**src/rtl/lvdc_serial_capture_if.sv**
```systemverilog
// Output word handshake between the LVDC serial capture and a telemetry consumer.
interface lvdc_serial_capture_if #(
  parameter int unsigned NCH   = 1,
  parameter int unsigned WIDTH = 26
);
  logic [NCH*WIDTH-1:0] WORD;
  logic                 WVALID;
  logic                 ACK;

  // Capture side: presents the word and waits for ACK.
  modport master (output WORD, output WVALID, input ACK);
  // Consumer side: accepts the word with ACK.
  modport slave  (input WORD, input WVALID, output ACK);
endinterface

```
**src/rtl/lvdc_serial_capture.sv**
```systemverilog
// LVDC serial telemetry capture: PBV frames, WDA bit strobes, NCH parallel data lines.
module lvdc_serial_capture #(
  parameter int unsigned WIDTH       = 26,
  parameter int unsigned NCH         = 1,
  parameter int unsigned LEAD_BITS   = 1,
  parameter int unsigned MSB_FIRST   = 1,
  parameter int unsigned SYNC_STAGES = 2
) (
  input  logic           SIM_CLK,
  input  logic           SIM_RST,
  input  logic           PBV,
  input  logic           WDA,
  input  logic [NCH-1:0] DIN,
  input  logic           CLR_ERR,
  output logic           BUSY,
  output logic           OVR,
  output logic           FERR,
  lvdc_serial_capture_if.master o_bus
);

  localparam int unsigned CW = (WIDTH > 2) ? $clog2(WIDTH) : 1;

  typedef enum logic [1:0] {S_IDLE, S_LEAD, S_SHIFT} state_t;

  logic [SYNC_STAGES-1:0]          r_pbv_sync;
  logic [SYNC_STAGES-1:0]          r_wda_sync;
  logic [SYNC_STAGES-1:0][NCH-1:0] r_din_sync;
  logic                            r_wda_dly;
  logic                            r_pbv_prev;
  state_t                          r_state;
  logic [3:0]                      r_lead_cnt;
  logic [CW-1:0]                   r_bit_cnt;
  logic [NCH-1:0][WIDTH-1:0]       r_sr;
  logic                            r_done;
  logic                            r_busy;
  logic                            r_ferr;
  logic                            r_ovr;
  logic [NCH*WIDTH-1:0]            r_word;
  logic                            r_wvalid;

  logic           w_pbv_s;
  logic           w_wda_s;
  logic [NCH-1:0] w_din_s;
  logic           w_stb;
  logic           w_pbv_rise;

  assign w_pbv_s    = r_pbv_sync[SYNC_STAGES-1];
  assign w_wda_s    = r_wda_sync[SYNC_STAGES-1];
  assign w_din_s    = r_din_sync[SYNC_STAGES-1];
  assign w_stb      = w_wda_s & ~r_wda_dly;
  assign w_pbv_rise = w_pbv_s & ~r_pbv_prev;

  assign BUSY          = r_busy;
  assign OVR           = r_ovr;
  assign FERR          = r_ferr;
  assign o_bus.WORD    = r_word;
  assign o_bus.WVALID  = r_wvalid;

  // Equal-depth synchronisers keep DIN aligned with the WDA strobe.
  always_ff @(posedge SIM_CLK or negedge SIM_RST) begin
    if (!SIM_RST) begin
      r_pbv_sync <= '0;
      r_wda_sync <= '0;
      r_din_sync <= '0;
      r_wda_dly  <= 1'b0;
    end else begin
      r_pbv_sync <= {r_pbv_sync[SYNC_STAGES-2:0], PBV};
      r_wda_sync <= {r_wda_sync[SYNC_STAGES-2:0], WDA};
      r_din_sync <= {r_din_sync[SYNC_STAGES-2:0], DIN};
      r_wda_dly  <= w_wda_s;
    end
  end

  // Frame FSM: advances only on strobe cycles; a PBV rise always restarts the frame.
  always_ff @(posedge SIM_CLK or negedge SIM_RST) begin
    if (!SIM_RST) begin
      r_state    <= S_IDLE;
      r_lead_cnt <= '0;
      r_bit_cnt  <= '0;
      r_sr       <= '0;
      r_pbv_prev <= 1'b0;
      r_done     <= 1'b0;
      r_busy     <= 1'b0;
      r_ferr     <= 1'b0;
    end else begin
      r_done <= 1'b0;
      if (CLR_ERR) r_ferr <= 1'b0;
      if (w_stb) begin
        r_pbv_prev <= w_pbv_s;
        if (w_pbv_rise) begin
          if (r_state != S_IDLE) r_ferr <= 1'b1;
          r_sr      <= '0;
          r_bit_cnt <= '0;
          r_busy    <= 1'b1;
          if (LEAD_BITS == 0) begin
            r_state <= S_SHIFT;
          end else begin
            r_state    <= S_LEAD;
            r_lead_cnt <= 4'(LEAD_BITS);
          end
        end else begin
          case (r_state)
            S_LEAD: begin
              r_lead_cnt <= r_lead_cnt - 4'd1;
              if (r_lead_cnt == 4'd1) r_state <= S_SHIFT;
            end
            S_SHIFT: begin
              for (int c = 0; c < int'(NCH); c++) begin
                if (MSB_FIRST != 0) r_sr[c] <= {r_sr[c][WIDTH-2:0], w_din_s[c]};
                else                r_sr[c] <= {w_din_s[c], r_sr[c][WIDTH-1:1]};
              end
              if (r_bit_cnt == CW'(WIDTH - 1)) begin
                r_bit_cnt <= '0;
                r_done    <= 1'b1;
                r_state   <= S_IDLE;
                r_busy    <= 1'b0;
              end else begin
                r_bit_cnt <= r_bit_cnt + CW'(1);
              end
            end
            default: r_state <= S_IDLE;
          endcase
        end
      end
    end
  end

  // Output word register with valid/ack handshake; newest word wins on overrun.
  always_ff @(posedge SIM_CLK or negedge SIM_RST) begin
    if (!SIM_RST) begin
      r_word   <= '0;
      r_wvalid <= 1'b0;
      r_ovr    <= 1'b0;
    end else begin
      if (CLR_ERR) r_ovr <= 1'b0;
      if (r_done) begin
        r_word   <= r_sr;
        r_wvalid <= 1'b1;
        if (r_wvalid && !o_bus.ACK) r_ovr <= 1'b1;
      end else if (r_wvalid && o_bus.ACK) begin
        r_wvalid <= 1'b0;
      end
    end
  end

endmodule

```
**src/flat_wrapper.sv**
```systemverilog
// flat-port wrapper written by rule: the top's interface ports become plain ports
module lvdc_serial_capture_flat 
#(
  parameter int unsigned WIDTH       = 26,
  parameter int unsigned NCH         = 1,
  parameter int unsigned LEAD_BITS   = 1,
  parameter int unsigned MSB_FIRST   = 1,
  parameter int unsigned SYNC_STAGES = 2
)
  (SIM_CLK, SIM_RST, PBV, WDA, DIN, CLR_ERR, BUSY, OVR, FERR, o_bus_WORD, o_bus_WVALID, o_bus_ACK);
  lvdc_serial_capture_if #(.NCH(NCH), .WIDTH(WIDTH)) o_bus_i ();
  input  logic SIM_CLK;
  input  logic SIM_RST;
  input  logic PBV;
  input  logic WDA;
  input  logic [NCH-1:0] DIN;
  input  logic CLR_ERR;
  output logic BUSY;
  output logic OVR;
  output logic FERR;
  output wire logic [$bits(o_bus_i.WORD)-1:0] o_bus_WORD;
  output wire logic [$bits(o_bus_i.WVALID)-1:0] o_bus_WVALID;
  input wire logic [$bits(o_bus_i.ACK)-1:0] o_bus_ACK;
  assign o_bus_WORD = o_bus_i.WORD;
  assign o_bus_WVALID = o_bus_i.WVALID;
  assign o_bus_i.ACK = o_bus_ACK;
  lvdc_serial_capture #(.WIDTH(WIDTH), .NCH(NCH), .LEAD_BITS(LEAD_BITS), .MSB_FIRST(MSB_FIRST), .SYNC_STAGES(SYNC_STAGES)) u_core (.SIM_CLK(SIM_CLK), .SIM_RST(SIM_RST), .PBV(PBV), .WDA(WDA), .DIN(DIN), .CLR_ERR(CLR_ERR), .BUSY(BUSY), .OVR(OVR), .FERR(FERR), .o_bus(o_bus_i));
endmodule
```
**config.mk**
```make
export PLATFORM = sky130hd
export DESIGN_NAME = lvdc_serial_capture_flat
export DESIGN_NICKNAME = d
export VERILOG_FILES = /design/src/rtl/lvdc_serial_capture_if.sv /design/src/rtl/lvdc_serial_capture.sv /design/src/flat_wrapper.sv
export SDC_FILE = /design/constraint.sdc
export NUM_CORES = 1
export LEC_CHECK = 0
export CAP_MARGIN = 15
export CORE_MARGIN = 2
export CORE_UTILIZATION = 45
export CTS_CLUSTER_DIAMETER = 150
export CTS_CLUSTER_SIZE = 10
export DETAILED_ROUTE_END_ITERATION = 8
export GPL_TIMING_DRIVEN = 0
export MAX_ROUTING_LAYER = met4
export PLACE_DENSITY = 0.67
export SKIP_CTS_REPAIR_TIMING = 1
export SYNTH_ARGS = -nofsm -noshare
export SYNTH_HDL_FRONTEND = slang
export SYNTH_SLANG_ARGS = --single-unit
```
**constraint.sdc**
```tcl
create_clock -name SIM_CLK -period 2.8 [get_ports SIM_CLK]
set_input_delay 0.56 -clock SIM_CLK [delete_from_list [all_inputs] [get_ports SIM_CLK]]
set_output_delay 0.56 -clock SIM_CLK [all_outputs]
set_load 0.005 [all_outputs]
```
==> results.toml <==
[sta]
finClkSkew_ps = 6.94
finalSetupViolations = 0
fmax_ghz = 0.560
hold_viol = 0
post-route-period-util_pct = 63.8
slew_violations = 0
maxSlewHeadroom_pct = 79.2
tightest_slew_ps = 312
worst_hold_slack_ps = 108
finalSetupTns_ps = 0
rsz0062_at_grt = "false"
layout_min_cycle_time_ps = 1790

[synth]
yosysTopAreaCell = "dfrtp_1"
ys_ff_latch = 76
synthesis.nets = 215
async_reset_ff_share_pct = 100
netlist_top_cells_area = "dfrtp_1 64%, mux2_2 9.9%, a22o_1 7.7%"
syn_avg_cell_area_um2 = 14.6
yosysWarnings = 0
yosysTopAreaCellShare_pct = 64.0
synth_area_um2 = 2970
synthCells = 204
synth_edf_count = 0
synth_top_flop_cell = "dfrtp_1"
ys_seq_area_share_pct = 64.0
synth_cell_types = 36

[setup_path]
critPathSlowestCell = "clkdlybuf4s50_1"
rr_endpoint = "u_core.r_bit_cnt[4]"
worstRegToRegCells = 6
path_delay_family = "buffers and inverters"
required_ps = 2240
timing.rr.start = "u_core.r_bit_cnt[1]"
critPathKind = "reg2out"
max_stage_delay_ps = 510
cp-start-kind = "flip-flop"
path_buf_inv = 1
cp.arrival_ps = 1230
r2r_slack_ps = 1300
cp-end-kind = "output port"
crit_chain = "clkdlybuf4s50_1"
crit_fanout = 2

[pwr]
p_sw_share_pct = 28.0
p_per_area_nw_per_um2 = 663
p_int_w = 0.00173
comb_power_share_pct = 15.1
peakVddDrop_mv = 0.320
clkPwrFrac_pct = 30.7
power_switching_w = 0.000674
leakagePower_nw = 1.73
pwr-share-seq_pct = 54.1

[drt]
ant_nets = 0
drtIter0Drc = 109
drt_pass1_iterations = 4
drt_wl_total_mm = 5.05
drc = 0
vias_per_cell = 5.29
vias = 1762
wl_per_cell_um = 15.2

[cells_and_area]
final_core_util_pct = 56.8
multiInputGateArea_um2 = 976
final_common_cell = "dfrtp_1"
final_cell_mix = "76 x dfrtp_1, 35 x clkdlybuf4s50_1, 26 x mux2_2, 26 x a22o_1"
nNetsFinal = 263
drive_gt1_share_pct = 23.8
seqCellArea_um2 = 1900
fillers = 517
syn_to_final_growth_pct = 22.1
antennaDiodeCount = 0

[placed_design]
portBuffers = 36
routabilityCongestion = 0.820
dp_hpwl_mm = 3.43

[clocking]
cts_max_path_buffers = 2
ctsHtreeMaxLevel = 3
cts_sinks = 76
clockRootBuffer = "clkbuf_8"
cts_tree = "yes"
path_clk_slew_ps = 70
clk_latency_ps = 340
cts_buffers = 9

[floorplanning]
die_w_um = 85.3
rows = 29
initial_core_util_pct = 46.5
pin_count = 37
die-area_um2 = 7270
fp.dieH_um = 85.3
core_um2 = 6390

[global_route]
overflow = 0
grt_start_max_net_pins = 56
grt_pass1_vias = 1851
grt_pass1_wl_mm = 8.90
antenna_found_initial = 0
grt_usage_pct = 16.4

[worst_hold_path]
hp-class = "in2async"

[run]
cap_violations = 0

[run_status]
status = "finished, final reports clean"
[logic make-up (layout without fill, tap and decap cells)]
| logic type | Yosys count | in the layout | synth area share (%) |
|---|---|---|---|
| fa+ha+maj | 4 | 4 | 1.68 |
| simple gates | 39 | 39 | 8.59 |
| compound gates | 42 | 42 | 11.8 |
| flops | 76 | 76 | 64.0 |
| xor+xnor | 3 | 3 | 0.884 |
| mux | 26 | 26 | 9.85 |
| buf+inv | 14 | 66 | 3.16 |
[routing by layer]
layer	track usage, %	vias to the layer above	share of wire [%]	routed length (um)
li1	-	826	-	-
met1	22.3	890	49	2500
met2	22.8	34	45	2270
met3	3.50	12	3.1	155
met4	9.81	0	2.5	127
met5	-	-	0	0
[per-stage QoR]
stage	cell area, um^2	std cells	setup slack (ps)	power [W]
6_report	3630	333	1010	0.00241
3_3_place_gp	3430	317	-1460	0.00167
2_1_floorplan	2970	204	1440	0.00156
3_5_place_dp	3450	318	1320	0.00169
4_1_cts	3630	333	996	0.00244
5_1_grt	3630	333	969	0.00255
[cell usage after synthesis (2+ instances only)]
| cell type | instances |
|---|---|
| ha_1 | 4 |
| buf_6 | 5 |
| inv_1 | 6 |
| o21ai_0 | 5 |
| mux2_2 | 26 |
| nor3_1 | 2 |
| dfrtp_1 | 76 |
| nand3_1 | 4 |
| nor2_1 | 7 |
| a22o_1 | 26 |
| buf_2 | 3 |
| nand2b_1 | 2 |
| xnor2_1 | 3 |
| a21o_1 | 2 |
| nand2_1 | 11 |
| and2b_4 | 2 |
[final cells by class]
type                       instances  share of cell area (%)
multi-input combinational        114                    26.9
timing repair buffer              37                    10.6
inverter                           6                   0.620
tap                               77                    2.65
buffer                             8                    1.96
sequential                        76                    52.4
clock inverter                     4                   0.689
clock buffer                      11                    4.17
[flip-flops by register name, indices dropped and copies added, names as in the netlist, 2 cells and up]
register / cells
u_core.r_bit_cnt: 5
u_core.r_lead_cnt: 4
u_core.r_state: 2
u_core.r_sr: 26
u_core.r_pbv_sync: 2
u_core.o_bus.WORD: 26
u_core.r_wda_sync: 2
[power by group through the flow]
| stage | logic [W] | clock network [W] | registers [W] |
|---|---|---|---|
| floorplan | 0.000270 | 0 | 0.00129 |
| global placement | 0.000354 | 0 | 0.00131 |
| detailed placement | 0.000374 | 0 | 0.00132 |
| CTS | 0.000373 | 0.000769 | 0.00130 |
| global route | 0.000417 | 0.000817 | 0.00132 |
| finish | 0.000364 | 0.000739 | 0.00130 |
[worst max-delay path by stage]
stage                                       to                   from  cells after the start
after floorplan            u_core.r_bit_cnt[4]    u_core.r_bit_cnt[1]                      6
after global placement    u_core.o_bus.WORD[9]                SIM_RST                      1
after detailed placement   u_core.r_bit_cnt[4]    u_core.r_bit_cnt[1]                      6
after CTS                       o_bus_WORD[25]  u_core.o_bus.WORD[25]                      1
after global routing            o_bus_WORD[25]  u_core.o_bus.WORD[25]                      1
final                           o_bus_WORD[25]  u_core.o_bus.WORD[25]                      1
Note: power is estimated with default switching activity, not from simulation.
==> edit: new RTL, config.mk and constraints unchanged <==
`WIDTH` is set to 26 in 3 places; all go to 22.
--- a/src/rtl/lvdc_serial_capture_if.sv
+++ b/src/rtl/lvdc_serial_capture_if.sv
@@ -1,7 +1,7 @@
 // Output word handshake between the LVDC serial capture and a telemetry consumer.
 interface lvdc_serial_capture_if #(
   parameter int unsigned NCH   = 1,
-  parameter int unsigned WIDTH = 26
+  parameter int unsigned WIDTH = 22
 );
   logic [NCH*WIDTH-1:0] WORD;
   logic                 WVALID;
--- a/src/rtl/lvdc_serial_capture.sv
+++ b/src/rtl/lvdc_serial_capture.sv
@@ -1,6 +1,6 @@
 // LVDC serial telemetry capture: PBV frames, WDA bit strobes, NCH parallel data lines.
 module lvdc_serial_capture #(
-  parameter int unsigned WIDTH       = 26,
+  parameter int unsigned WIDTH       = 22,
   parameter int unsigned NCH         = 1,
   parameter int unsigned LEAD_BITS   = 1,
   parameter int unsigned MSB_FIRST   = 1,
--- a/src/flat_wrapper.sv
+++ b/src/flat_wrapper.sv
@@ -1,7 +1,7 @@
 // flat-port wrapper written by rule: the top's interface ports become plain ports
 module lvdc_serial_capture_flat 
 #(
-  parameter int unsigned WIDTH       = 26,
+  parameter int unsigned WIDTH       = 22,
   parameter int unsigned NCH         = 1,
   parameter int unsigned LEAD_BITS   = 1,
   parameter int unsigned MSB_FIRST   = 1,
Interface: changed (resized o_bus_WORD); port bits go from 37 to 33. No check against the original RTL was run, so the function may have changed too.
==> edit against the unedited design <==
- power shrank 0.95%
- hold slack gained 220 ps
- cell area shrank 9.7%
- synthesized cell count shrank 7.4%
- non-clock buffer count shrank 5
- routed wire length shrank 11%
- synthesized area shrank 11%
- core utilization grew 1.6 points
- sequential cell count shrank 8
- clock power grew 19%
- setup slack gained 13 ps
- register-to-register slack lost 30 ps
- critical endpoint is now o_bus_WORD[21]
==> edit: results (changes against the unedited design) <==
[cts]
clock_latency_ps=340  ; about the same
cts.clk_slew.worst_paths_ps=70  ; about the same
cts_made_buffers=9  ; unchanged

[placement]
dp_slack_ps=1280  ; was 1320 ps
hpwlAfterDp_um=3010  ; was 3430 um
gp_congestion=0.768  ; was 0.820
placed_cells=293  ; was 318
place.port_buffers=32  ; was 36

[synth]
ys_warn_count=0  ; unchanged
synth_area_leaders=dfrtp_1, mux2_2, a22o_1  ; unchanged
synth_cell_types=40  ; was 36
yosysSeqAreaShare=0.641  ; was 0.640
synthArstFlopShare=1.00  ; unchanged
syn_nets=200  ; was 215
synth.avg_cell_area_sq_um=14.0  ; was 14.6 sq um
synth_common_cells=dfrtp_1, a22o_1, mux2_2, nand2_1, inv_1  ; was dfrtp_1, a22o_1, mux2_2, nand2_1, nor2_1

[routing]
drtPass1Iterations=4  ; unchanged
vias=1608  ; was 1762
finalWirelength_um=4510  ; was 5050 um
drt_iter0_markers=76  ; was 109

[outcome]
outcome=completed  ; unchanged

[global_routing]
grt_max_degree=69  ; was 56
grt_pass1_vias=1601  ; was 1851
grt_antenna_before_repair=0  ; unchanged
grt_util_all_layers=0.168  ; was 0.164
grt_pass1_wl_um=7900  ; was 8900 um

[power_and_ir_drop]
peakVddDrop_mv=0.475  ; was 0.320 mV
p_leak_uw=0.00155  ; was 0.00173 uW

[timing]
worst_pin_slew_ps=841  ; was 312 ps
finClkSkew_ps=7.96  ; was 6.94 ps

[cells_and_area]
nets=243  ; was 263
final_cells=309  ; was 333
drive_gt1_frac=0.224  ; was 0.238

[worst_setup_path]
crit_family=buffers and inverters  ; unchanged
arrival_ps=1210  ; was 1230 ps

==> edit: cell count changes after synthesis, moves of 2 or more <==
cell | before | now
a21oi_1 | 1 | 3
o21ai_0 | 5 | 1
dfrtp_1 | 76 | 68
inv_1 | 6 | 8
buf_6 | 5 | 3
mux2_2 | 26 | 22
buf_4 | 0 | 2
o21ai_1 | 0 | 4
a22o_1 | 26 | 22
==> edit: cell type report <==
type / instances / area (sq um)
well taps: 72 / 90.1
inverters: 8 / 30.0
fillers: 489 / 2330
plain buffers: 8 / 62.6
clock buffers: 11 / 141
flip-flops and latches: 68 / 1700
multi-input cells: 105 / 861
clock inverters: 5 / 75.1
repair buffers: 32 / 318
==> edit: kinds of logic after synthesis <==
logic type      after synthesis  synth area share
compound gates               39             0.116
fa+ha+maj                     4            0.0189
flops                        68             0.641
buf+inv                      16            0.0349
xor+xnor                      3           0.00990
mux                          22            0.0933
simple gates                 37            0.0858
==> edit: worst paths after layout <==
| check | startpoint | to | slack (ps) | cells past startpoint |
|---|---|---|---|---|
| worst max-delay path | u_core.o_bus.WORD[21]$_DFFE_PN0P_ | o_bus_WORD[21] | 1030 | 1 |
| worst min-delay path | SIM_RST | u_core.BUSY$_DFFE_PN0P_ | 330 | 1 |
| worst max register to register | u_core.r_bit_cnt[1]$_DFFE_PN0P_ | u_core.r_bit_cnt[2]$_DFFE_PN0P_ | 1270 | 5 |
| worst min register to register | u_core.r_din_sync[0]$_DFF_PN0_ | u_core.w_din_s$_DFF_PN0_ | 350 | 0 |
| max in group asynchronous | SIM_RST | u_core.r_sr[0]$_DFFE_PN0P_ | 1930 | 1 |
| min in group SIM_CLK | u_core.r_din_sync[0]$_DFF_PN0_ | u_core.w_din_s$_DFF_PN0_ | 350 | 0 |
==> edit: routing by layer <==
layer	wire, um	up-vias	GRT usage
li1	-	764	-
met3	201	11	0.0411
met4	124	0	0.0966
met2	1960	37	0.221
met1	2230	796	0.237
met5	0	-	-
==> edit: metrics by stage <==
stage / util / cell area [sq um] / setup TNS [ps]
floorplan: - / 2660 / 0
global placement: 0.547 / 3070 / -74850
detailed placement: 0.546 / 3060 / 0
CTS: 0.585 / 3280 / 0
global route: 0.585 / 3280 / 0
finish: 0.585 / 3280 / 0
==> edit: worst register-to-register path, cell delays in order (launching register included) <==
cell      delay [ps]
dfrtp_1          410
inv_1             70
ha_1             140
nand4b_1         210
and2_1           290
a221o_1          300
==> edit: report_power, final <==
group,switching [uW],internal [uW]
combinational,175,160
clock,357,522
sequential,94.1,1080
total,626,1760
